**src/rtl/hazard_stall_ctrl.sv**
```systemverilog
// Load-use hazard stall controller for the ID stage of an in-order pipeline.
// Detects a load-use dependency, holds IF/ID and injects EX bubbles until the
// pending load data appears on the WB bypass, then selects that data for one
// RESUME cycle. Also drives the EX-result forwarding selects for ALU producers
// and keeps trace counters of stall cycles and load-use events.

module hazard_stall_ctrl (
    input  logic        clk,
    input  logic        rst,
    input  logic        id_valid,
    input  logic        hazard_rs1,
    input  logic        hazard_rs2,
    input  logic        producer_is_load_rs1,
    input  logic        producer_is_load_rs2,
    input  logic        load_done,
    input  logic        flush,
    output logic        stall_if,
    output logic        stall_id,
    output logic        bubble_ex,
    output logic [1:0]  fwd_rs1_sel,
    output logic [1:0]  fwd_rs2_sel,
    output logic [1:0]  state_o,
    output logic [31:0] stall_cycles,
    output logic [15:0] load_use_events
);

    typedef enum logic [1:0] {
        IDLE      = 2'b00,
        LOAD_WAIT = 2'b01,
        RESUME    = 2'b10
    } stateT;

    stateT       r_state;
    stateT       w_nextState;
    logic        r_capRs1;
    logic        r_capRs2;
    logic [31:0] r_stallCycles;
    logic [15:0] r_loadUseEvents;

    logic        w_luRs1;
    logic        w_luRs2;
    logic        w_lu;
    logic        w_enterWait;

    assign w_luRs1     = hazard_rs1 & producer_is_load_rs1;
    assign w_luRs2     = hazard_rs2 & producer_is_load_rs2;
    assign w_lu        = id_valid & (w_luRs1 | w_luRs2);
    assign w_enterWait = (r_state == IDLE) & ~rst & ~flush & w_lu;

    assign state_o         = r_state;
    assign stall_cycles    = r_stallCycles;
    assign load_use_events = r_loadUseEvents;

    // Next-state and output decode; reset and flush force a quiet, no-forward cycle.
    always_comb begin
        w_nextState = r_state;
        stall_if    = 1'b0;
        stall_id    = 1'b0;
        bubble_ex   = 1'b0;
        fwd_rs1_sel = 2'b00;
        fwd_rs2_sel = 2'b00;
        if (rst || flush) begin
            w_nextState = IDLE;
        end else begin
            case (r_state)
                IDLE: begin
                    if (id_valid && hazard_rs1 && !producer_is_load_rs1)
                        fwd_rs1_sel = 2'b01;
                    if (id_valid && hazard_rs2 && !producer_is_load_rs2)
                        fwd_rs2_sel = 2'b01;
                    if (w_lu) begin
                        stall_if    = 1'b1;
                        stall_id    = 1'b1;
                        bubble_ex   = 1'b1;
                        w_nextState = LOAD_WAIT;
                    end
                end
                LOAD_WAIT: begin
                    stall_if  = 1'b1;
                    stall_id  = 1'b1;
                    bubble_ex = 1'b1;
                    if (load_done)
                        w_nextState = RESUME;
                end
                RESUME: begin
                    fwd_rs1_sel = r_capRs1 ? 2'b10 : 2'b00;
                    fwd_rs2_sel = r_capRs2 ? 2'b10 : 2'b00;
                    w_nextState = IDLE;
                end
                default: begin
                    w_nextState = IDLE;
                end
            endcase
        end
    end

    // State register.
    always_ff @(posedge clk or posedge rst) begin
        if (rst)
            r_state <= IDLE;
        else
            r_state <= w_nextState;
    end

    // Remember which sources wait on the load so RESUME picks load data only for them.
    always_ff @(posedge clk or posedge rst) begin
        if (rst) begin
            r_capRs1 <= 1'b0;
            r_capRs2 <= 1'b0;
        end else if (flush) begin
            r_capRs1 <= 1'b0;
            r_capRs2 <= 1'b0;
        end else if (w_enterWait) begin
            r_capRs1 <= w_luRs1;
            r_capRs2 <= w_luRs2;
        end
    end

    // Saturating count of cycles in which IF/ID is held.
    always_ff @(posedge clk or posedge rst) begin
        if (rst)
            r_stallCycles <= 32'd0;
        else if (stall_id && (r_stallCycles != 32'hFFFF_FFFF))
            r_stallCycles <= r_stallCycles + 32'd1;
    end

    // Wrapping count of load-use stalls entered.
    always_ff @(posedge clk or posedge rst) begin
        if (rst)
            r_loadUseEvents <= 16'd0;
        else if (w_enterWait)
            r_loadUseEvents <= r_loadUseEvents + 16'd1;
    end

endmodule

```
**config.mk**
```make
export PLATFORM = sky130hd
export DESIGN_NAME = hazard_stall_ctrl
export DESIGN_NICKNAME = d
export VERILOG_FILES = /design/src/rtl/hazard_stall_ctrl.sv
export SDC_FILE = /design/constraint.sdc
export NUM_CORES = 1
export LEC_CHECK = 0
export ABC_AREA = 0
export BUFFER_PORTS_ARGS = -buffer_cell sky130_fd_sc_hd__buf_2
export CAP_MARGIN = 20
export CORE_ASPECT_RATIO = 0.5
export CORE_MARGIN = 3
export CORE_UTILIZATION = 48
export DETAILED_ROUTE_END_ITERATION = 8
export PLACE_DENSITY_LB_ADDON = 0.15
export SYNTH_ARGS = -nofsm -noshare
export SYNTH_HDL_FRONTEND = slang
export SYNTH_SLANG_ARGS = --single-unit
```
**constraint.sdc**
```tcl
create_clock -name clk -period 6.8 [get_ports clk]
set_clock_uncertainty 0.2 [all_clocks]
set_input_delay 1.36 -clock clk [delete_from_list [all_inputs] [get_ports clk]]
set_output_delay 1.36 -clock clk [all_outputs]
set_load 0.02 [all_outputs]
```
# --- Word-level counts from Yosys, hierarchy flattened ---
# Cells that the tools add are included.
totals:
  reg_bits: 52
  input_bits: 9
classes:
  n_addsub: 2
  eq_ne: 5
  muxes: 19
  bitwise: 9
  n_reduce_logical: 11
ops:
  columns: ["operator", "n"]
  rows:
  - ["$add 32x1->32 const B", 1]
  - ["$ne 32x32->1 const B", 1]
  - ["$add 16x1->16 const B", 1]
  - ["$mux 2", 7]
  - ["$pmux 2 s2", 3]
  - ["$mux 1", 8]
  - ["$and 1x1->1", 6]
  - ["$logic_and 1x1->1", 5]
  - ["$ne 3x2->1 const B", 1]
  - ["$ne 3x3->1 const B", 1]
  - ["$eq 2x1->1 const B", 1]
  - ["$eq 2x2->1 const B", 1]
  - ["$logic_not 1->1", 2]
  - ["$logic_not 2->1", 1]
  - ["$not 1->1", 2]
  - ["$pmux 1 s2", 1]
  - ["$reduce_and 2->1", 1]
  - ["$reduce_bool 2->1", 1]
  - ["$logic_or 1x1->1", 1]
  - ["$or 1x1->1", 1]

# --- Depth between registers and ports, before layout ---
# Gate-level depths: netlist of run 1.
depth:
  ltp_word: 7
  ltp_mapped: 7

# --- Worst setup path after synthesis of run 1 ---
# No wires, ideal clock.
synth_path:
  kind: "input-to-output"
  startpoint: "input port producer_is_load_rs2"
  endpoint: "output port stall_id"
  t_arrival_ns: 2.396
  required_time_ns: 5.240
  slack_ns: 2.844
  stages: 4
  path_buffers: 1
  cell_sequence: "a221o_2 o211ai_1 inv_1 buf_4"
synth_between:
  elab_chain_len: 6
synth_rtl:
  columns: ["element", "line_no", "text"]
  rows:
  - ["from (decl)", "14", "input logic producer_is_load_rs2,"]
  - ["$and 1x1->1", "46", "assign w_luRs2 = hazard_rs2 & producer_is_load_rs2;"]
  - ["$or 1x1->1", "47", "assign w_lu = id_valid & (w_luRs1 | w_luRs2);"]
  - ["$and 1x1->1", "47", null]
  - ["$mux 1", null, null]
  - ["$pmux 1 s2", null, null]
  - ["$mux 1", null, null]
  - ["to (decl)", "18", "output logic stall_id,"]
# Every way passes these cells.

# --- Worst setup path in the final report of run 1 ---
layout_path:
  startpoint: "input port producer_is_load_rs2"
  endpoint: "output port stall_id"
layout_between:
  elab_chain_len: 6
layout_rtl:
  columns: ["element", "line_no", "text"]
  rows:
  - ["$and 1x1->1", "46", null]
  - ["$or 1x1->1", "47", null]
  - ["$and 1x1->1", "47", null]
  - ["$mux 1", "71", "if (w_lu) begin"]
  - ["$pmux 1 s2", "65", "case (r_state)"]
  - ["$mux 1", "62", "if (rst || flush) begin"]
# Every way passes these cells.

==> flow_summary.json, run 1 <==
{
  "crit_type": "input pin to output port",
  "post-route-drc-count": 0,
  "slew_headroom_pct": 65.19,
  "post_cts_resize_count": 0,
  "h-tree-depth": 2,
  "p_sw_w": 0.0001876,
  "synth_area_sq_mm": 0.002497,
  "antenna_found_initial": 0,
  "setup_tns_ns": 0,
  "r2r-start": "stall_cycles[0]",
  "final_cells": 360,
  "port_buffers": 65,
  "grt_use_total_pct": 17.85,
  "synth.avg_cell_area_sq_um": 11.05,
  "yosysSeqAreaShare_pct": 52.10,
  "initialDrtViolationCount": 66,
  "finalMaxSlewViolations": 0,
  "cp_max_fo": 5,
  "syn_to_final_growth_pct": 19.14,
  "clock-root-buffer": "clkbuf_8",
  "ys_ff_latch": 52,
  "clkSinkCount": 52,
  "fin_nets": 305,
  "diodes": 0,
  "min_path_cells": 1,
  "die_h_um": 57.01,
  "rows": 17,
  "first_global_vias": 1889,
  "p_sw_share_pct": 29.93,
  "drive_above_1_share_pct": 30.27,
  "cts_made_buffers": 5,
  "hold_end": "load_use_events[15]",
  "viasPerCell": 5.417,
  "fp.dieArea_sq_mm": 0.006157,
  "core_sq_mm": 0.004701,
  "synthCells": 226,
  "die_x_um": 108.0,
  "comb_power_share_pct": 16.2,
  "io_pins": 66,
  "internal-power_w": 0.0004392,
  "globalplace.congestion": 0.7997,
  "clk_pin_slew_ns": 0.09,
  "status": "finished clean",
  "period_minus_slack_ns": 4.121,
  "rsz0062_at_grt": "false",
  "synth_nets": 237,
  "placed_cells": 352,
  "worstMarginPinSlew_ns": 0.5199,
  "min_period_over_period_pct": 60.60,
  "initial_utilization_pct": 53.13,
  "synth.distinct_cells": 40,
  "r2r_slack_ns": 4.21,
  "postCtsHoldBufs": 0,
  "grt_pass1_wl_mm": 8.873,
  "hold_viol": 0,
  "fmax_mhz": 242.7,
  "vias": 1950,
  "critPathLaunchType": "input pin",
  "arrival_ns": 2.56,
  "grt_max_degree": 53,
  "cts_tree": "yes",
  "irDropWorstVdd_v": 0.0002133,
  "p_clk_share_pct": 26.7,
  "ant_nets": 0,
  "crit_required_ns": 5.24,
  "yosys_warnings": 0,
  "wl_per_cell_um": 14.43,
  "r2r_end": "stall_cycles[18]",
  "synthFlopType": "dfrtp_1",
  "powerDensity_mw_per_mm2": 210.7,
  "reg2reg_depth": 6,
  "p_leak_nw": 1.527,
  "firstDrtPassIters": 4,
  "drv_cap": 0,
  "hp-start": "load_use_events[15]",
  "hold_class": "flop to flop",
  "wl_mm": 5.196,
  "grt_overflow": 0,
  "synth_edf_count": 0,
  "final-setup-viol-count": 0,
  "async_flop_share_pct": 100.0,
  "clk_latency_ns": 0.30,
  "post_cts_buffers": 0,
  "clock_path_buffers": 2,
  "p_seq_share_pct": 57.1,
  "dp_hpwl_mm": 3.851,
  "endpoint_kind": "output port"
}
==> kinds of logic (layout without fill, tap and decap cells) <==
group | Yosys count | count (layout) | synth area share, %
XOR/XNOR | 44 | 44 | 15.43
multiplexers | 3 | 3 | 1.303
flip-flops | 52 | 52 | 52.10
AND/OR/NAND/NOR | 104 | 104 | 23.85
buffers and inverters | 9 | 77 | 1.854
adder cells (fa/ha/maj) | 2 | 2 | 1.002
AO/OA/AOI/OAI | 12 | 12 | 4.459
==> per-layer routing <==
layer | GRT usage, % | vias to the layer above | share of wire (%)
met2 | 29.68 | 43 | 47
met5 | 0 | - | 0
met3 | 4.633 | 5 | 5.5
li1 | - | 932 | -
met4 | 3.058 | 0 | 0.71
met1 | 24.22 | 970 | 47
==> metrics by stage <==
stage	utilization [%]	worst slack [ns]	hold WS (ns)	cell area (sq um)	power [W]
global route	63.30	2.640	0.2985	2975	0.0006585
detailed placement	61.22	2.692	0.2593	2878	0.0004641
global placement	61.22	2.748	0.2500	2878	0.0004596
CTS	62.87	2.690	0.2723	2955	0.0006311
finish	63.30	2.679	0.2677	2975	0.0006268
floorplan	-	2.844	0.3095	2497	0.0004254
==> final cells by class <==
class | count | area [sq um]
multi-input cells | 165 | 1150
fillers | 406 | 1725
clock buffers | 6 | 72.57
inverters | 3 | 11.26
flip-flops and latches | 52 | 1301
repair buffers | 67 | 352.8
well taps | 66 | 82.58
clock inverters | 1 | 5.005
==> cell usage after synthesis (2+ instances only) <==
cell	number	area share, %
buf_4	3	0.90
nand2_1	14	2.1
nand4_1	14	3.5
a31oi_1	2	0.50
xor2_1	13	4.6
xnor2_1	31	11
ha_1	2	1.0
mux2_2	2	0.90
nand2b_1	3	0.75
o21ai_0	2	0.40
nor2_1	8	1.2
dfrtp_1	52	52
nand3_1	22	4.4
and4_2	3	1.2
nor2b_1	2	0.50
clkbuf_1	2	0.30
and3_1	10	2.5
nor3b_1	3	0.90
and2_1	3	0.75
and3_2	4	1.2
inv_1	3	0.45
nor3_1	10	2.0
==> cells in the final DEF, fill, tap and decap left out, types with 2 or more instances in the layout <==
| master | Yosys | layout |
|---|---|---|
| buf_2 | 1 | 65 |
| dfrtp_1 | 52 | 52 |
| xnor2_1 | 31 | 31 |
| nand3_1 | 22 | 22 |
| nand2_1 | 14 | 14 |
| nand4_1 | 14 | 14 |
| xor2_1 | 13 | 13 |
| and3_1 | 10 | 10 |
| nor3_1 | 10 | 10 |
| nor2_1 | 8 | 8 |
| clkbuf_8 | 0 | 5 |
| and3_2 | 4 | 4 |
| and4_2 | 3 | 3 |
| nand2b_1 | 3 | 3 |
| and2_1 | 3 | 3 |
| nor3b_1 | 3 | 3 |
| inv_1 | 3 | 2 |
| o21ai_0 | 2 | 2 |
| a31oi_1 | 2 | 2 |
| nor2b_1 | 2 | 2 |
| mux2_2 | 2 | 2 |
| ha_1 | 2 | 2 |
==> power by group through the flow <==
stage,combinational [W],clock (W),sequential [W]
floorplan,0.0000414,0,0.000384
global placement,0.0000989,0,0.000361
detailed placement,0.000101,0,0.000363
CTS,0.000101,0.000173,0.000357
global route,0.000112,0.000185,0.000362
finish,0.000101,0.000168,0.000358
==> worst max-delay path by stage <==
stage                               startpoint  cells past startpoint  slack (ns)        to
after floorplan           producer_is_load_rs2                      4        2.84  stall_id
after global placement    producer_is_load_rs2                      5        2.75  stall_id
after detailed placement  producer_is_load_rs2                      5        2.69  stall_id
after CTS                 producer_is_load_rs2                      5        2.69  stall_id
after global routing      producer_is_load_rs2                      5        2.64  stall_id
final                     producer_is_load_rs2                      5        2.68  stall_id
==> critical path, stage by stage <==
cell	delay, ns
buf_2	0.12
a221o_2	0.39
o211ai_1	0.25
inv_1	0.23
buf_2	0.22
==> registers in the layout, summed over array words and instances (netlist names) <==
signal / flops
load_use_events: 16
r_capRs1: 1
r_capRs2: 1
stall_cycles: 32
state_o: 2
No activity file was read; power rests on OpenSTA's default activity.
==> inputs of run 2 (changes only) <==
==> constraint.sdc (replaced) <==
create_clock -name clk -period 4.2 [get_ports clk]
set_clock_uncertainty 0.2 [all_clocks]
set_input_delay 0.84 -clock clk [delete_from_list [all_inputs] [get_ports clk]]
set_output_delay 0.84 -clock clk [all_outputs]
set_load 0.02 [all_outputs]
==> run 2 against run 1 <==
Effect of this change:
- sequential power is 61% higher
- count of clock-buffer cells in the layout is 1 higher
- power grew 66%
- critical endpoint is now bubble_ex
==> flow_summary.json, run 2 (synthesis gave the netlist of run 1 again) <==
{
  "globalplace.congestion": 0.7804,
  "largest_register_ffs": 32,
  "crit_path_frequent_cell": "buf_2",
  "critPathLaunchType": "input pin",
  "hp-start": "load_use_events[15]",
  "slew_headroom_pct": 62.96,
  "hold_end": "load_use_events[15]",
  "hold_viol": 0,
  "final_common_cell": "buf_2",
  "io_pins": 66,
  "vias": 1936,
  "powerDensity_mw_per_mm2": 346.9,
  "rsz0062_at_grt": "false",
  "initialDrtViolationCount": 53,
  "clock-root-buffer": "clkbuf_8",
  "grt_overflow": 0,
  "cts_made_buffers": 5,
  "grt_use_total_pct": 18.10,
  "postCtsHoldBufs": 0,
  "endpoint_kind": "output port",
  "port_buffers": 65,
  "fin_hold_ws_ns": 0.2737,
  "final-setup-viol-count": 0,
  "fmax_mhz": 327.9,
  "clk_latency_ns": 0.29,
  "path_cells": "buf_2 > a221o_2 > o211ai_1 > inv_1 > buf_2",
  "ant_nets": 0,
  "grt_pass1_wl_mm": 9.087,
  "dp_hpwl_mm": 3.867,
  "viasPerCell": 5.378,
  "period_minus_slack_ns": 3.049,
  "r2r_end": "stall_cycles[28]",
  "finalMaxSlewViolations": 0,
  "p_leak_nw": 1.537,
  "first_global_vias": 1937,
  "die_x_um": 108.0,
  "wl_per_cell_um": 14.40,
  "post-route-drc-count": 0,
  "rows": 17,
  "clk_pin_slew_ns": 0.09,
  "fp.dieArea_sq_mm": 0.006157,
  "reg2reg_depth": 6,
  "crit_required_ns": 3.16,
  "post_cts_resize_count": 0,
  "core_sq_mm": 0.004701,
  "h-tree-depth": 2,
  "diodes": 0,
  "setup_tns_ns": 0,
  "clkSinkCount": 52,
  "antenna_found_initial": 0,
  "syn_to_final_growth_pct": 19.89,
  "clock_path_buffers": 2,
  "crit_type": "input pin to output port",
  "hold_class": "flop to flop",
  "status": "finished clean",
  "die_h_um": 57.01,
  "post_cts_buffers": 0,
  "drive_above_1_share_pct": 30.61,
  "r2r_slack_ns": 1.66,
  "drv_cap": 0,
  "fin_nets": 305,
  "final_cell_mix": "65 x buf_2, 52 x dfrtp_1, 31 x xnor2_1",
  "min_path_cells": 1,
  "arrival_ns": 2.01,
  "grt_max_degree": 53,
  "irDropWorstVdd_v": 0.0002304,
  "worstMarginPinSlew_ns": 0.5548,
  "firstDrtPassIters": 4,
  "min_period_over_period_pct": 72.61,
  "r2r-start": "stall_cycles[0]",
  "initial_utilization_pct": 53.13,
  "crit_slowest_cell": "a221o_2",
  "wl_mm": 5.184,
  "cts_tree": "yes",
  "cpPeakStageDelay_ns": 0.39,
  "cp_max_fo": 5
}
run 2: changes by cell type in the layout (fill, tap and decap cells not counted):
cell / previous run / this run
clkbuf_1: 1 / 0
clkbuf_8: 5 / 7
clkinv_2: 1 / 0
run 2: worst max-delay path, delay by kind of cell:
family,cells,cell delay [ns]
compound gates,2,0.62
buf+inv,3,0.54
run 2: power by group:
part,leakage [nW],switching [W],internal [W]
logic,0.771,0.0000987,0.0000635
registers,0.716,0.0000448,0.000533
clock network,0.0503,0.000151,0.000147
total,1.54,0.000295,0.000744
run 2: final cells by class:
cell class / instances / area, sq um
repair buffers: 67 / 352.8
well taps: 66 / 82.58
inverters: 3 / 11.26
flip-flops and latches: 52 / 1301
fillers: 384 / 1707
clock buffers: 7 / 96.34
multi-input cells: 165 / 1150
run 2: layer usage:
layer	share of wire [%]	wire, um	global-route usage [%]
met1	46	2387	23.79
met2	49	2526	30.83
met3	4.8	251	4.746
met4	0.37	19	3.417
met5	0	0	0
run 2: metrics by stage:
stage / utilization, % / std cells / cell area [sq um] / setup WS (ns) / total power (W)
floorplan: - / 226 / 2497 / 1.284 / 0.0006888
global placement: 61.22 / 352 / 2878 / 1.188 / 0.0007436
detailed placement: 61.22 / 352 / 2878 / 1.150 / 0.0007508
CTS: 63.27 / 359 / 2974 / 1.137 / 0.001051
global route: 63.69 / 360 / 2994 / 1.081 / 0.001099
finish: 63.69 / 360 / 2994 / 1.151 / 0.001039
run 2: worst max path at each step:
stage,end,cells after the start,slack (ns),from
floorplan,stall_id,4,1.28,producer_is_load_rs2
global placement,bubble_ex,5,1.19,producer_is_load_rs2
detailed placement,bubble_ex,5,1.15,producer_is_load_rs2
CTS,bubble_ex,5,1.14,producer_is_load_rs2
global route,stall_if,5,1.08,producer_is_load_rs2
finish,bubble_ex,5,1.15,producer_is_load_rs2
==> inputs of run 3 (changes only) <==
--- a/config.mk
+++ b/config.mk
@@ -10,7 +10,7 @@
 export CAP_MARGIN = 20
 export CORE_ASPECT_RATIO = 0.5
 export CORE_MARGIN = 3
-export CORE_UTILIZATION = 48
+export CORE_UTILIZATION = 47
 export DETAILED_ROUTE_END_ITERATION = 8
 export PLACE_DENSITY_LB_ADDON = 0.15
 export SYNTH_ARGS = -nofsm -noshare
==> constraint.sdc (replaced) <==
create_clock -name clk -period 2.6 [get_ports clk]
set_clock_uncertainty 0.2 [all_clocks]
set_input_delay 0.52 -clock clk [delete_from_list [all_inputs] [get_ports clk]]
set_output_delay 0.52 -clock clk [all_outputs]
set_load 0.02 [all_outputs]
==> run 3 against run 2 <==
Effect of this change:
- design area rose by 1.4%
- flip-flop and latch count unchanged
- setup slack got worse by 0.96 ns
- first-iteration DRC count rose by 79%
- utilization down 3.3 points
- sequential power grew 61%
- clock power rose by 58%
- non-clock buffer count rose by 7
- count of clock-buffer cells in the layout down 1
- die area up 2.0%
- via count is 2.3% higher
==> flow_summary.json, run 3 (synthesis gave the netlist of run 1 again) <==
{
  "cts_made_buffers": 5,
  "initialDrtViolationCount": 95,
  "worstMarginPinSlew_ns": 0.7214,
  "clock-root-buffer": "clkbuf_8",
  "die_h_um": 57.55,
  "critPathLaunch": "state_o[0]",
  "wl_mm": 5.517,
  "first_global_vias": 1969,
  "final_common_cell": "buf_2",
  "period_minus_slack_ns": 2.412,
  "comb_power_share_pct": 17.7,
  "post-route-drc-count": 0,
  "finalMaxSlewViolations": 0,
  "viasPerCell": 5.323,
  "hold_viol": 0,
  "min_period_over_period_pct": 92.79,
  "p_sw_share_pct": 29.74,
  "n_fill_cell": 438,
  "dp_hpwl_mm": 4.135,
  "hold_class": "input pin to asynchronous set/reset pin",
  "fp.dieArea_sq_mm": 0.006278,
  "fmax_mhz": 414.5,
  "rows": 18,
  "wl_per_cell_um": 14.83,
  "h-tree-depth": 2,
  "fin_nets": 312,
  "die_x_um": 109.1,
  "crit_type": "flop to output port",
  "rsz0062_at_grt": "false",
  "clkSinkCount": 52,
  "globalplace.congestion": 0.7997,
  "vias": 1980,
  "syn_to_final_growth_pct": 21.54,
  "irDropWorstVdd_v": 0.0003643,
  "path_cells": "nor3_1 > nand3b_1 > nor3b_1 > buf_2",
  "grt_max_degree": 36,
  "endpoint_kind": "output port",
  "internal-power_w": 0.001196,
  "port_buffers": 65,
  "final-setup-viol-count": 0,
  "clk_latency_ns": 0.30,
  "grt_overflow": 0,
  "diodes": 0,
  "cpPeakStageDelay_ns": 0.45,
  "clock_path_buffers": 2,
  "io_pins": 66,
  "setup_tns_ns": 0,
  "slew_headroom_pct": 51.84,
  "p_sw_w": 0.0005062,
  "core_sq_mm": 0.005022,
  "p_total_w": 0.001702,
  "crit_buf_inv": 1,
  "largest_register_ffs": 32,
  "cp_max_fo": 6,
  "r2r_slack_ns": 0.34,
  "clk_pin_slew_ns": 0.09,
  "powerDensity_mw_per_mm2": 560.7,
  "drv_cap": 0,
  "p_clk_share_pct": 27.6,
  "critPathLaunchType": "flop",
  "status": "finished clean",
  "drive_above_1_share_pct": 32.45,
  "grt_use_total_pct": 18.90,
  "r2r-start": "stall_cycles[1]",
  "initial_utilization_pct": 49.73,
  "firstDrtPassIters": 4,
  "p_seq_share_pct": 54.6,
  "p_leak_nw": 1.567,
  "antenna_found_initial": 0,
  "ant_nets": 0,
  "critical-path-top-delay-family": "simple AND/OR/NAND/NOR gates",
  "grt_pass1_wl_mm": 9.377,
  "cts_tree": "yes",
  "final_cell_mix": "65 x buf_2, 52 x dfrtp_1, 31 x xnor2_1",
  "crit_required_ns": 1.88,
  "arrival_ns": 1.69,
  "crit_slowest_cell": "dfrtp_1"
}
-- run 3: cell types whose count changed in the layout (fill, tap and decap cells not counted) --
cell	previous run	this run
clkbuf_8	7	6
clkinv_2	0	2
buf_4	1	9
buf_12	1	0
-- run 3: repair_timing --
item	4_1_cts	5_1_grt
setup endpoints to repair	0	3
buffers inserted	0	1
gates resized for setup	0	0
hold buffers	0	0
-- run 3: worst paths after layout --
path                                  endpoint  cells after the start
min in group clk           load_use_events[15]                      1
max in group asynchronous      stall_cycles[3]                      3
min                                 state_o[0]                      2
min reg2reg                load_use_events[15]                      1
max                             fwd_rs2_sel[0]                      4
max reg2reg                   stall_cycles[18]                      6
-- run 3: final cells by class --
class,instances,area (sq um),area share (%)
sequential,52,1301,42.87
multi-input combinational,165,1150,37.88
timing repair buffer,74,392.9,12.94
tap,70,87.58,2.885
clock buffer,6,82.58,2.721
inverter,3,11.26,0.3710
clock inverter,2,10.01,0.3298
-- run 3: worst reg2reg max path, cell delays in order (launching register included) --
cell and delay (ns):
dfrtp_1 0.42, ha_1 0.19, nand4_1 0.14, or4_4 0.49, a211oi_4 0.35, and3_1 0.22, xor2_1 0.16
-- run 3: power by group through the flow --
stage                     clock [W]  combinational [W]  sequential [W]
after floorplan                   0           0.000108         0.00100
after global placement            0           0.000293        0.000939
after detailed placement          0           0.000304        0.000944
after CTS                  0.000483           0.000305        0.000929
after global routing       0.000528           0.000332        0.000938
final                      0.000470           0.000302        0.000930
-- run 3: layer usage --
layer  vias to the layer above  routed length, um  global-route usage, %
li1                        949                  -                      -
met1                       985               2590                  24.73
met2                        44               2647                  31.85
met3                         2                265                  5.085
met4                         0                 14                  3.957
met5                         -                  0                      0
-- run 3: stage by stage --
stage	util [%]	area (sq um)	cells	setup slack, ns	hold slack (ns)
2_1_floorplan	-	2497	226	0.2710	0.3095
3_3_place_gp	58.45	2935	363	0.1932	0.2655
3_5_place_dp	58.45	2935	363	0.1589	0.2619
4_1_cts	60.29	3028	371	0.08266	0.1776
5_1_grt	60.44	3035	372	0.07926	0.2107
6_report	60.44	3035	372	0.1876	0.1525
